## src/rtl/fabric_cfg_pkg.sv

```systemverilog
// Shared definitions for the MAC configuration fabric: loader FSM states and
// default MAC widths from which the shift-chain length is derived.
package fabric_cfg_pkg;

  localparam int MAC_ACC_WIDTH  = 32;
  localparam int MAC_CONF_WIDTH = 4;
  localparam int MAC_WORD_WIDTH = 32;
  localparam int MAC_CHAIN_LEN  = 4 * MAC_ACC_WIDTH + MAC_CONF_WIDTH;

  typedef enum logic [2:0] {
    IDLE,
    LOAD,
    SHIFT,
    SET,
    FIN
  } loader_state_t;

endpackage

```

## src/rtl/mac_config_loader_if.sv

```systemverilog
// Configuration word handshake between a word source (master) and the loader (slave).
interface mac_config_loader_if #(
  parameter int WORD_WIDTH = 32
);

  logic [WORD_WIDTH-1:0] cfg_data;
  logic                  cfg_valid;
  logic                  cfg_ready;

  modport master (
    output cfg_data,
    output cfg_valid,
    input  cfg_ready
  );

  modport slave (
    input  cfg_data,
    input  cfg_valid,
    output cfg_ready
  );

endinterface

```

## src/rtl/cfg_word_serializer.sv

```systemverilog
// Holds one configuration word and presents its bits LSB first, one per advance.
module cfg_word_serializer #(
  parameter int WORD_WIDTH = 32
) (
  input  logic                  clk,
  input  logic                  rst,
  input  logic                  load,
  input  logic [WORD_WIDTH-1:0] data,
  input  logic                  advance,
  input  logic                  enable,
  output logic                  last_bit,
  output logic                  shift_in
);

  localparam int IDX_W = (WORD_WIDTH > 1) ? $clog2(WORD_WIDTH) : 1;

  logic [WORD_WIDTH-1:0] word_reg;
  logic [IDX_W-1:0]      idx_reg;

  always_ff @(posedge clk or negedge rst) begin
    if (!rst) begin
      word_reg <= '0;
      idx_reg  <= '0;
    end else if (load) begin
      word_reg <= data;
      idx_reg  <= '0;
    end else if (advance) begin
      idx_reg <= idx_reg + 1'b1;
    end
  end

  assign last_bit = (idx_reg == IDX_W'(WORD_WIDTH - 1));
  // Forced low whenever the chain is not being shifted.
  assign shift_in = enable & word_reg[idx_reg];

endmodule

```

## src/rtl/mac_config_loader.sv

```systemverilog
// Streams configuration words into a MAC shift chain and latches it with cset.
// Optional parity check against exp_parity is enabled by defining MAC_CFG_PARITY_EN.
module mac_config_loader
  import fabric_cfg_pkg::*;
#(
  parameter int WORD_WIDTH = MAC_WORD_WIDTH,
  parameter int CHAIN_LEN  = MAC_CHAIN_LEN
) (
  input  logic                clk,
  input  logic                rst,
  input  logic                start,
  input  logic                abort,
  input  logic                exp_parity,
  mac_config_loader_if.slave  cfg,
  output logic                cen,
  output logic                shift_in,
  output logic                cset,
  output logic                busy,
  output logic                done,
  output logic                err
);

  localparam int CNT_W = $clog2(CHAIN_LEN + 1);

  loader_state_t    state_reg, state_next;
  logic [CNT_W-1:0] bit_cnt_reg;
  logic             accept;
  logic             capture;
  logic             cfg_ready;
  logic             last_bit;
  logic             parity_ok;

  assign cfg.cfg_ready = cfg_ready;

  cfg_word_serializer #(
    .WORD_WIDTH(WORD_WIDTH)
  ) u_serializer (
    .clk      (clk),
    .rst      (rst),
    .load     (capture),
    .data     (cfg.cfg_data),
    .advance  (cen),
    .enable   (cen),
    .last_bit (last_bit),
    .shift_in (shift_in)
  );

  always_ff @(posedge clk or negedge rst) begin
    if (!rst) begin
      state_reg   <= IDLE;
      bit_cnt_reg <= '0;
    end else begin
      state_reg <= state_next;
      if (accept) begin
        bit_cnt_reg <= '0;
      end else if (cen) begin
        bit_cnt_reg <= bit_cnt_reg + 1'b1;
      end
    end
  end

  // Abort gates every outward action in the same cycle so it wins over any handshake.
  always_comb begin
    state_next = state_reg;
    accept     = 1'b0;
    capture    = 1'b0;
    cfg_ready  = 1'b0;
    cen        = 1'b0;
    cset       = 1'b0;
    busy       = 1'b0;
    done       = 1'b0;
    case (state_reg)
      IDLE: begin
        if (start && !abort) begin
          accept     = 1'b1;
          state_next = LOAD;
        end
      end
      LOAD: begin
        busy = 1'b1;
        if (abort) begin
          state_next = IDLE;
        end else begin
          cfg_ready = 1'b1;
          if (cfg.cfg_valid) begin
            capture    = 1'b1;
            state_next = SHIFT;
          end
        end
      end
      SHIFT: begin
        busy = 1'b1;
        if (abort) begin
          state_next = IDLE;
        end else begin
          cen = 1'b1;
          if (bit_cnt_reg == CNT_W'(CHAIN_LEN - 1)) begin
            state_next = SET;
          end else if (last_bit) begin
            state_next = LOAD;
          end
        end
      end
      SET: begin
        busy = 1'b1;
        if (abort) begin
          state_next = IDLE;
        end else begin
          cset       = parity_ok;
          state_next = FIN;
        end
      end
      FIN: begin
        state_next = IDLE;
        done       = !abort;
      end
      default: state_next = IDLE;
    endcase
  end

`ifdef MAC_CFG_PARITY_EN
  logic err_reg;
  logic exp_par_reg;
  logic par_acc_reg;

  assign parity_ok = (par_acc_reg == exp_par_reg);
  assign err       = err_reg;

  always_ff @(posedge clk or negedge rst) begin
    if (!rst) begin
      err_reg     <= 1'b0;
      exp_par_reg <= 1'b0;
      par_acc_reg <= 1'b0;
    end else if (accept) begin
      err_reg     <= 1'b0;
      exp_par_reg <= exp_parity;
      par_acc_reg <= 1'b0;
    end else begin
      if (cen) begin
        par_acc_reg <= par_acc_reg ^ shift_in;
      end
      if (state_reg == SET && !abort && !parity_ok) begin
        err_reg <= 1'b1;
      end
    end
  end
`else
  logic unused_exp_parity;

  assign unused_exp_parity = exp_parity;
  assign parity_ok         = 1'b1;
  assign err               = 1'b0;
`endif

endmodule

```

## src/flat_wrapper.sv

```systemverilog
// flat-port wrapper written by rule: the top's interface ports become plain ports
module mac_config_loader_flat import fabric_cfg_pkg::*;
#(
  parameter int WORD_WIDTH = MAC_WORD_WIDTH,
  parameter int CHAIN_LEN  = MAC_CHAIN_LEN
)
  (clk, rst, start, abort, exp_parity, cen, shift_in, cset, busy, done, err, cfg_cfg_data, cfg_cfg_valid, cfg_cfg_ready);
  mac_config_loader_if #(.WORD_WIDTH(WORD_WIDTH)) cfg_i ();
  input  logic clk;
  input  logic rst;
  input  logic start;
  input  logic abort;
  input  logic exp_parity;
  output logic cen;
  output logic shift_in;
  output logic cset;
  output logic busy;
  output logic done;
  output logic err;
  input wire logic [$bits(cfg_i.cfg_data)-1:0] cfg_cfg_data;
  input wire logic [$bits(cfg_i.cfg_valid)-1:0] cfg_cfg_valid;
  output wire logic [$bits(cfg_i.cfg_ready)-1:0] cfg_cfg_ready;
  assign cfg_i.cfg_data = cfg_cfg_data;
  assign cfg_i.cfg_valid = cfg_cfg_valid;
  assign cfg_cfg_ready = cfg_i.cfg_ready;
  mac_config_loader #(.WORD_WIDTH(WORD_WIDTH), .CHAIN_LEN(CHAIN_LEN)) u_core (.clk(clk), .rst(rst), .start(start), .abort(abort), .exp_parity(exp_parity), .cfg(cfg_i), .cen(cen), .shift_in(shift_in), .cset(cset), .busy(busy), .done(done), .err(err));
endmodule
```

## config.mk

```make
export PLATFORM = sky130hd
export DESIGN_NAME = mac_config_loader_flat
export DESIGN_NICKNAME = d
export VERILOG_FILES = /design/src/rtl/fabric_cfg_pkg.sv /design/src/rtl/mac_config_loader_if.sv /design/src/rtl/cfg_word_serializer.sv /design/src/rtl/mac_config_loader.sv /design/src/flat_wrapper.sv
export SDC_FILE = /design/constraint.sdc
export NUM_CORES = 1
export LEC_CHECK = 0
export BUFFER_PORTS_ARGS = -buffer_cell sky130_fd_sc_hd__buf_2
export CAP_MARGIN = 20
export CORE_MARGIN = 1.5
export CORE_UTILIZATION = 51
export DETAILED_ROUTE_END_ITERATION = 12
export PLACE_DENSITY = 0.73
export RECOVER_POWER = 25
export SLEW_MARGIN = 10
export SYNTH_ARGS = -nofsm -noshare
export SYNTH_HDL_FRONTEND = slang
export SYNTH_SLANG_ARGS = --single-unit
```

## constraint.sdc

```tcl
create_clock -name clk -period 4.45 [get_ports clk]
set_clock_uncertainty 0.05 [all_clocks]
set_input_delay 0.2225 -clock clk [delete_from_list [all_inputs] [get_ports clk]]
set_output_delay 0.2225 -clock clk [all_outputs]
set_load 0.02 [all_outputs]
```

==> run metrics, run 1 <==
outcome=completed; Tmin final=between 2000 and 3000 ps; initial antenna violation count=0; Post-CTS Setup Bufs=0; GPL Wtd Cong=0.7935; CP Max Fanout=12; Slew HR=12.93%; Synth area leaders=dfrtp_1 50%, nand2_1 17%, mux4_2 6.5%; Synth top cells by count=109 x nand2_1, 48 x dfrtp_1, 11 x nor2_1, 7 x clkbuf_1, 7 x mux4_2; WHS=between 50 and 60 ps; largest net degree at the start of global routing=49; total grt overflow=0; synth-to-layout area growth=11.16%; distinct cell type count after synthesis=43; Synth area leader=dfrtp_1; fraction of layout cells with a size suffix above 1=between 20% and 30%; kind of critical path=reg2out; htree depth=2; Final nets=328; slew at the pin closest to its max-slew limit=1306 ps; HP Class=in2reg; die footprint=5147 sq um; final hold violation count=0; Inserted Diodes=0; RSZ-0062 raised after global routing=no; final worst-path cycle share=60.40%; Final Max Slew Viols=0; share of the synthesized area in the top cell type=49.84%; Setup TNS=0 ps; IO Port Bufs=42; Avg Inst Size Synth=9.678 sq um; chip height=71.74 microns; worst hold path cell count=3; sequential-to-total area share from yosys stat=49.84%; # setup viols final=0; IR Drop Worst-Case VDD=between 0.2 and 0.3 mV; Pwr Density=420.0 nW/um^2; number of I/O pins=45; post-CTS sizing=0; first-pass GRT wire length=7307 microns; DRT iter0 DRCs=107; DIE WIDTH=~72 microns; CTS tree=built; Via density=5.124; Hold EP=u_core.u_serializer.word_reg[3]; gr usage total=18.11%; HP Start=cfg_cfg_data[3]; Main synth FF type=dfrtp_1; Synth Cell Area=2410 sq um; worst r2r path cells=5; max_cap viols=0; post-synthesis cell count=between 200 and 250; max reg flops=32; Detailed Place HPWL=2930 microns; Hold-fix buffers, CTS=0; WP data required=between 4000 and 5000 ps; Crit. End Element=output pin; Syn Nets=290; Root Buffer=clkbuf_8; achievable frequency=372.0 MHz; row count=24; ys async rst share=100.0%; Post-synth EDFFs=0; CTS buffer count=5; FF-to-FF End=u_core.bit_cnt_reg[4]; Synth Warn #=0; clock latency on the worst-skew pair=290 ps; Detailed Route WL=4286 microns; R2R Setup Slk=2420 ps; wire per inst=12.61 microns; Routed Antenna Nets=0; LEAKAGE=1.376 nW; core area=~4400 sq um; Initial DRT Pass Iterations=6; cell with the most instances after synthesis=nand2_1; initial core utilization=between 50 and 60%; Setup crit start kind=flip-flop; critical path data arrival time=2420 ps; DR DRC count=0; total number of vias=1742; vias in the first global route=1604; R2R Path Start=u_core.state_reg[0]; Seq cells post-synth=48; Clock transition at path regs=90 ps; CTS sink count=48; Clock Path Buffers=2
## layer usage
layer	global-route usage (%)	share of wire, %	up-vias
li1	-	-	896
met1	25.79	49	809
met4	5.031	0.56	0
met5	0	0	-
met3	4.782	4.2	4
met2	27.67	46	33
## logic make-up after synthesis
logic type	synth area share (%)
fa+ha+maj	1.558
buf+inv	5.971
simple gates	26.69
mux	8.775
flops	49.84
compound gates	4.102
other cells	0.1556
xor+xnor	2.908
## worst max path at each step
stage / start / to / slack [ps]
3_5_place_dp: u_core.state_reg[0] / shift_in / 2100
3_3_place_gp: u_core.state_reg[0] / shift_in / 2110
5_1_grt: rst / u_core.state_reg[0] / 1340
6_report: u_core.state_reg[0] / shift_in / 1760
4_1_cts: u_core.state_reg[0] / shift_in / 1760
2_1_floorplan: u_core.state_reg[0] / shift_in / 2310
## where the power goes
part           switching (mW)  leakage (nW)  internal, mW  total [mW]
combinational           0.102         0.714         0.141       0.243
clock                   0.148        0.0404         0.111       0.259
sequential             0.0887         0.622         0.534       0.623
total                   0.338          1.38         0.787        1.13
## cell type report
| cell class | instances | area [sq um] |
|---|---|---|
| Inverter | 2 | 10.01 |
| Fill cell | 406 | 1765 |
| Clock inverter | 3 | 23.77 |
| Timing Repair Buffer | 46 | 245.2 |
| Tap cell | 52 | 65.06 |
| Clock buffer | 5 | 68.82 |
| Sequential cell | 48 | 1201 |
| Multi-Input combinational cell | 184 | 1065 |
## metrics by stage
stage               cell area (sq um)  utilization (%)  worst slack (ps)  std cells  total power, mW
global placement                 2559            57.57              2111        329           0.8666
floorplan                        2410                -              2311        249           0.8189
global route                     2679            60.28              1344        340            1.201
finish                           2679            60.28              1762        340            1.125
CTS                              2651            59.66              1763        337            1.139
detailed placement               2559            57.57              2101        329           0.8752
## cell usage in the layout (no fill, tap or decap), types with 2 or more instances in the layout
cell        netlist  routed
nand2_1         109     109
dfrtp_1          48      48
buf_2             0      41
nor2_1           11      11
mux4_2            7       7
and3_1            5       5
xor2_1            5       5
clkbuf_8          5       5
o21ai_0           4       4
mux2_2            3       3
a21oi_1           3       3
xnor2_1           3       3
nand4_1           3       3
ha_1              3       3
and3_2            2       2
mux2i_1           2       2
nand3_1           2       2
nor3_2            2       2
clkinvlp_4        0       2
clkbuf_1          7       2
## critical path, cell delays in order, from the launching register on
cell and delay, ps:
dfrtp_1 500, or4b_1 780, inv_4 240, o31ai_1 100
a311oi_1 280, buf_2 230
Note: power is estimated with default switching activity, not from simulation.
==> inputs of run 2 (changes only) <==
--- a/config.mk
+++ b/config.mk
@@ -8,9 +8,9 @@
 export BUFFER_PORTS_ARGS = -buffer_cell sky130_fd_sc_hd__buf_2
 export CAP_MARGIN = 20
 export CORE_MARGIN = 1.5
-export CORE_UTILIZATION = 51
+export CORE_UTILIZATION = 50
 export DETAILED_ROUTE_END_ITERATION = 12
-export PLACE_DENSITY = 0.73
+export PLACE_DENSITY = 0.75
 export RECOVER_POWER = 25
 export SLEW_MARGIN = 10
 export SYNTH_ARGS = -nofsm -noshare
==> constraint.sdc (replaced) <==
create_clock -name clk -period 2.42 [get_ports clk]
set_clock_uncertainty 0.05 [all_clocks]
set_input_delay 0.121 -clock clk [delete_from_list [all_inputs] [get_ports clk]]
set_output_delay 0.121 -clock clk [all_outputs]
set_load 0.02 [all_outputs]
==> run metrics, run 2 (synthesis results as in run 1) <==
cell family with the largest share of critical-path delay=multiplexers; kind of critical path=reg2out; CTS tree=built; Final nets=366; die footprint=5245 sq um; Place WS=~430 ps; LEAKAGE=1.567 nW; chip height=72.43 microns; final hold violation count=0; HP Class=in2reg; wire per inst=between 10 and 15 microns; CP Depth=5; number of I/O pins=45; achievable frequency=431.0 MHz; GPL Wtd Cong=0.8191; slew at the pin closest to its max-slew limit=1143 ps; CP Cell Sequence=mux4_2 -> mux2_2 -> nor3b_1 -> a311oi_1 -> buf_2; synth-to-layout area growth=27.62%; core area=4692 sq um; R2R Path Start=u_core.state_reg[1]; Inserted Diodes=0; total grt overflow=0; RSZ-0062 raised after global routing=no; Setup crit start kind=flip-flop; final worst-path cycle share=95.88%; CTS sink count=48; WP data required=around 2300 ps; Final Cell Area=3075 sq um; Setup TNS=0 ps; CTS buffer count=5; DRT iter0 DRCs=just over 100; vias in the first global route=around 1900; Root Buffer=clkbuf_8; initial core utilization=approximately half; Routed Antenna Nets=0; outcome=completed; CP max stage delay=560 ps; htree depth=2; total number of vias=1942; row count=25; DIE WIDTH=72.43 microns; Clock Path Buffers=2; WHS=around 74 ps; Final Util=65.55%; placed cell areas=2621 sq um; Initial DRT Pass Iterations=4; FF-to-FF End=u_core.bit_cnt_reg[3]; WP buf/inv=1; Via density=5.111; Slew HR=23.79%; clock latency on the worst-skew pair=310 ps; Worst Setup EP=shift_in; crit path from=u_core.u_serializer.idx_reg[0]; Clock transition at path regs=around 90 ps; max_cap viols=0; most frequent cells in the layout=109 x nand2_1, 48 x dfrtp_1, 42 x buf_2; # setup viols final=0; max reg flops=32; worst r2r path cells=4; Pwr Density=about 750 nW/um^2; post-CTS sizing=0; DR DRC count=0; Tmin final=~2300 ps; fraction of layout cells with a size suffix above 1=23.93%; Critical Path Slowest Stage Cell=dfrtp_1; # fillers=about 370; CP Max Fanout=6; initial antenna violation count=0; IR Drop Worst-Case VDD=about 0.50 mV; gr usage total=20.84%; Crit. End Element=output pin; Detailed Route WL=about 5000 microns; R2R Setup Slk=520 ps; largest net degree at the start of global routing=49; Detailed Place HPWL=3085 microns; final worst slack=about 100 ps; IO Port Bufs=42; most common cell after layout, fill and taps aside=nand2_1; critical path data arrival time=2150 ps; Final Max Slew Viols=0; first-pass GRT wire length=8355 microns
[run 2: routing by layer]
layer  global-route usage [%]  part of all wire, %
met3                    4.583                  3.5
met4                    10.06                  3.4
met5                        0                    0
met2                    35.49                   50
met1                    25.16                   43
[run 2: what timing repair did]
| item | CTS | global route |
|---|---|---|
| setup endpoints to repair | 0 | 0 |
| hold buffers | 33 | 0 |
| endpoints found under the hold margin | 80 | 0 |
| buffers inserted | 0 | 0 |
[run 2: worst min-delay path by stage]
stage / startpoint / end / cells after the start
2_1_floorplan: rst / u_core.bit_cnt_reg[0] / 0
3_3_place_gp: rst / u_core.bit_cnt_reg[4] / 2
3_5_place_dp: rst / u_core.bit_cnt_reg[4] / 2
4_1_cts: cfg_cfg_valid / u_core.state_reg[0] / 4
5_1_grt: cfg_cfg_valid / u_core.state_reg[0] / 4
6_report: cfg_cfg_valid / u_core.state_reg[0] / 4
[run 2: area by class of cell]
cell class	instances	area, sq um	share of cell area [%]
inverter	2	10.01	0.3255
multi-input combinational	184	1065	34.62
tap	54	67.56	2.197
clock buffer	7	96.34	3.133
timing repair buffer	84	605.6	19.69
sequential	48	1201	39.06
clock inverter	1	30.03	0.9764
[run 2: worst register-to-register path: cells and delay by family, from the launching register on]
kind / cells / cell delay [ps]
flops: 1 / 470
buf+inv: 1 / 220
compound gates: 1 / 130
simple gates: 2 / 970
[run 2: through the flow]
stage	power [mW]	instances
6_report	2.302	380
2_1_floorplan	1.506	249
3_5_place_dp	1.642	339
5_1_grt	2.441	380
4_1_cts	2.307	380
3_3_place_gp	1.618	339
[run 2: power by group]
part | leakage [nW] | total, mW | internal [mW] | switching (mW)
logic | 0.880 | 0.562 | 0.311 | 0.250
clock network | 0.0645 | 0.633 | 0.365 | 0.268
registers | 0.622 | 1.11 | 0.983 | 0.125
total | 1.57 | 2.30 | 1.66 | 0.643
==> inputs of run 3 (changes only) <==
--- a/config.mk
+++ b/config.mk
@@ -12,6 +12,7 @@
 export DETAILED_ROUTE_END_ITERATION = 12
 export PLACE_DENSITY = 0.75
 export RECOVER_POWER = 25
+export REMOVE_ABC_BUFFERS = 1
 export SLEW_MARGIN = 10
 export SYNTH_ARGS = -nofsm -noshare
 export SYNTH_HDL_FRONTEND = slang
==> run metrics, run 3 (synthesis results as in run 1) <==
post-CTS sizing=0; IO Port Bufs=42; vias in the first global route=between 1500 and 2000; worst hold path cell count=4; RSZ-0062 raised after global routing=no; achievable frequency=around 440 MHz; Final Max Slew Viols=0; fraction of layout cells with a size suffix above 1=22.91%; htree depth=2; DIE WIDTH=72.43 microns; Routed Antenna Nets=0; critical path data arrival time=2090 ps; DR DRC count=0; Placed Cells=337; Place WS=between 400 and 500 ps; HP Start=cfg_cfg_valid; Hold EP=u_core.state_reg[0]; Via density=5.143; gr usage total=a little over a fifth; WHS=106.1 ps; Final Cell Area=3062 sq um; Initial DRT Pass Iterations=4; Post-CTS Setup Bufs=0; max_cap viols=0; LEAKAGE=1.554 nW; core area=around 4700 sq um; CTS tree=built; slew at the pin closest to its max-slew limit=1150 ps; Crit. End Element=output pin; Post-Layout Cell Count=between 300 and 400; Setup crit start kind=flip-flop; outcome=completed; initial core utilization=51.36%; clock latency on the worst-skew pair=300 ps; placed cell areas=2606 sq um; number of I/O pins=45; Root Buffer=clkbuf_8; WP data required=2250 ps; Tmin final=2257 ps; final worst-path cycle share=93.26%; wire per inst=12.63 microns; # setup viols final=0; final worst slack=163.2 ps; # fillers=383; chip height=~72 microns; Hold-fix buffers, CTS=33; HP Class=in2reg; Total Power=approximately 2.3 mW; CTS sink count=48; final hold violation count=0; Setup TNS=0 ps; FF-to-FF End=u_core.bit_cnt_reg[3]; row count=25; kind of critical path=reg2out; largest net degree at the start of global routing=38; CP Max Fanout=5; synth-to-layout area growth=27.05%; most frequent cells in the layout=109 x nand2_1, 48 x dfrtp_1, 41 x buf_2; total grt overflow=0; max reg flops=32; total number of vias=1939; IR Drop Worst-Case VDD=0.3636 mV; worst r2r path cells=4; most common cell after layout, fill and taps aside=nand2_1; GPL Wtd Cong=between 0.7 and 0.8; Clock Path Buffers=2; initial antenna violation count=0; Clock transition at path regs=90 ps; DRT iter0 DRCs=56; Detailed Route WL=around 4800 microns; Pwr Density=758.6 nW/um^2; Final Util=65.25%; Final nets=364; R2R Setup Slk=around 440 ps; R2R Path Start=u_core.state_reg[0]; die footprint=5245 sq um; Slew HR=23.31%; first-pass GRT wire length=8493 microns; CTS buffer count=5; Inserted Diodes=0; Detailed Place HPWL=between 2000 and 3000 microns
==> run 3: cell count changes in the layout (fill, tap and decap cells not counted) <==
| cell | delta |
|---|---|
| clkbuf_8 | -2 |
| clkbuf_1 | +1 |
| buf_4 | -2 |
| bufinv_16 | +1 |
| buf_2 | -1 |
==> run 3: area by class of cell <==
cell class / instances / area (sq um) / share of cell area [%]
multi-input combinational: 184 / 1065 / 34.78
inverter: 2 / 10.01 / 0.3269
sequential: 48 / 1201 / 39.23
tap: 54 / 67.56 / 2.207
clock inverter: 2 / 60.06 / 1.962
clock buffer: 5 / 68.82 / 2.248
timing repair buffer: 82 / 589.3 / 19.25
==> run 3: worst max path at each step <==
stage / from / end / cells past startpoint
after floorplan: u_core.state_reg[0] / shift_in / 4
after global placement: u_core.u_serializer.idx_reg[0] / shift_in / 5
after detailed placement: u_core.state_reg[0] / u_core.bit_cnt_reg[3] / 4
after CTS: u_core.u_serializer.idx_reg[0] / shift_in / 5
after global routing: u_core.u_serializer.idx_reg[1] / shift_in / 5
final: u_core.u_serializer.idx_reg[0] / shift_in / 5
==> run 3: metal layers <==
| layer | vias to the layer above | part of all wire, % | global-route usage [%] |
|---|---|---|---|
| li1 | 967 | - | - |
| met4 | 0 | 0.92 | 5.241 |
| met1 | 932 | 47 | 27.79 |
| met5 | - | 0 | 0 |
| met3 | 5 | 3.8 | 5.833 |
| met2 | 35 | 48 | 34.47 |
==> run 3: power by group <==
part           switching (mW)  internal, mW  total (mW)
logic                   0.234         0.307       0.541
clock network           0.268         0.407       0.674
registers               0.124         0.982        1.11
total                   0.626          1.70        2.32
==> run 3: critical path, cell delays in order (launching register included) <==
cell	delay (ps)
dfrtp_1	520
mux4_2	540
mux2_2	280
nor3b_1	180
a311oi_1	80
buf_2	180
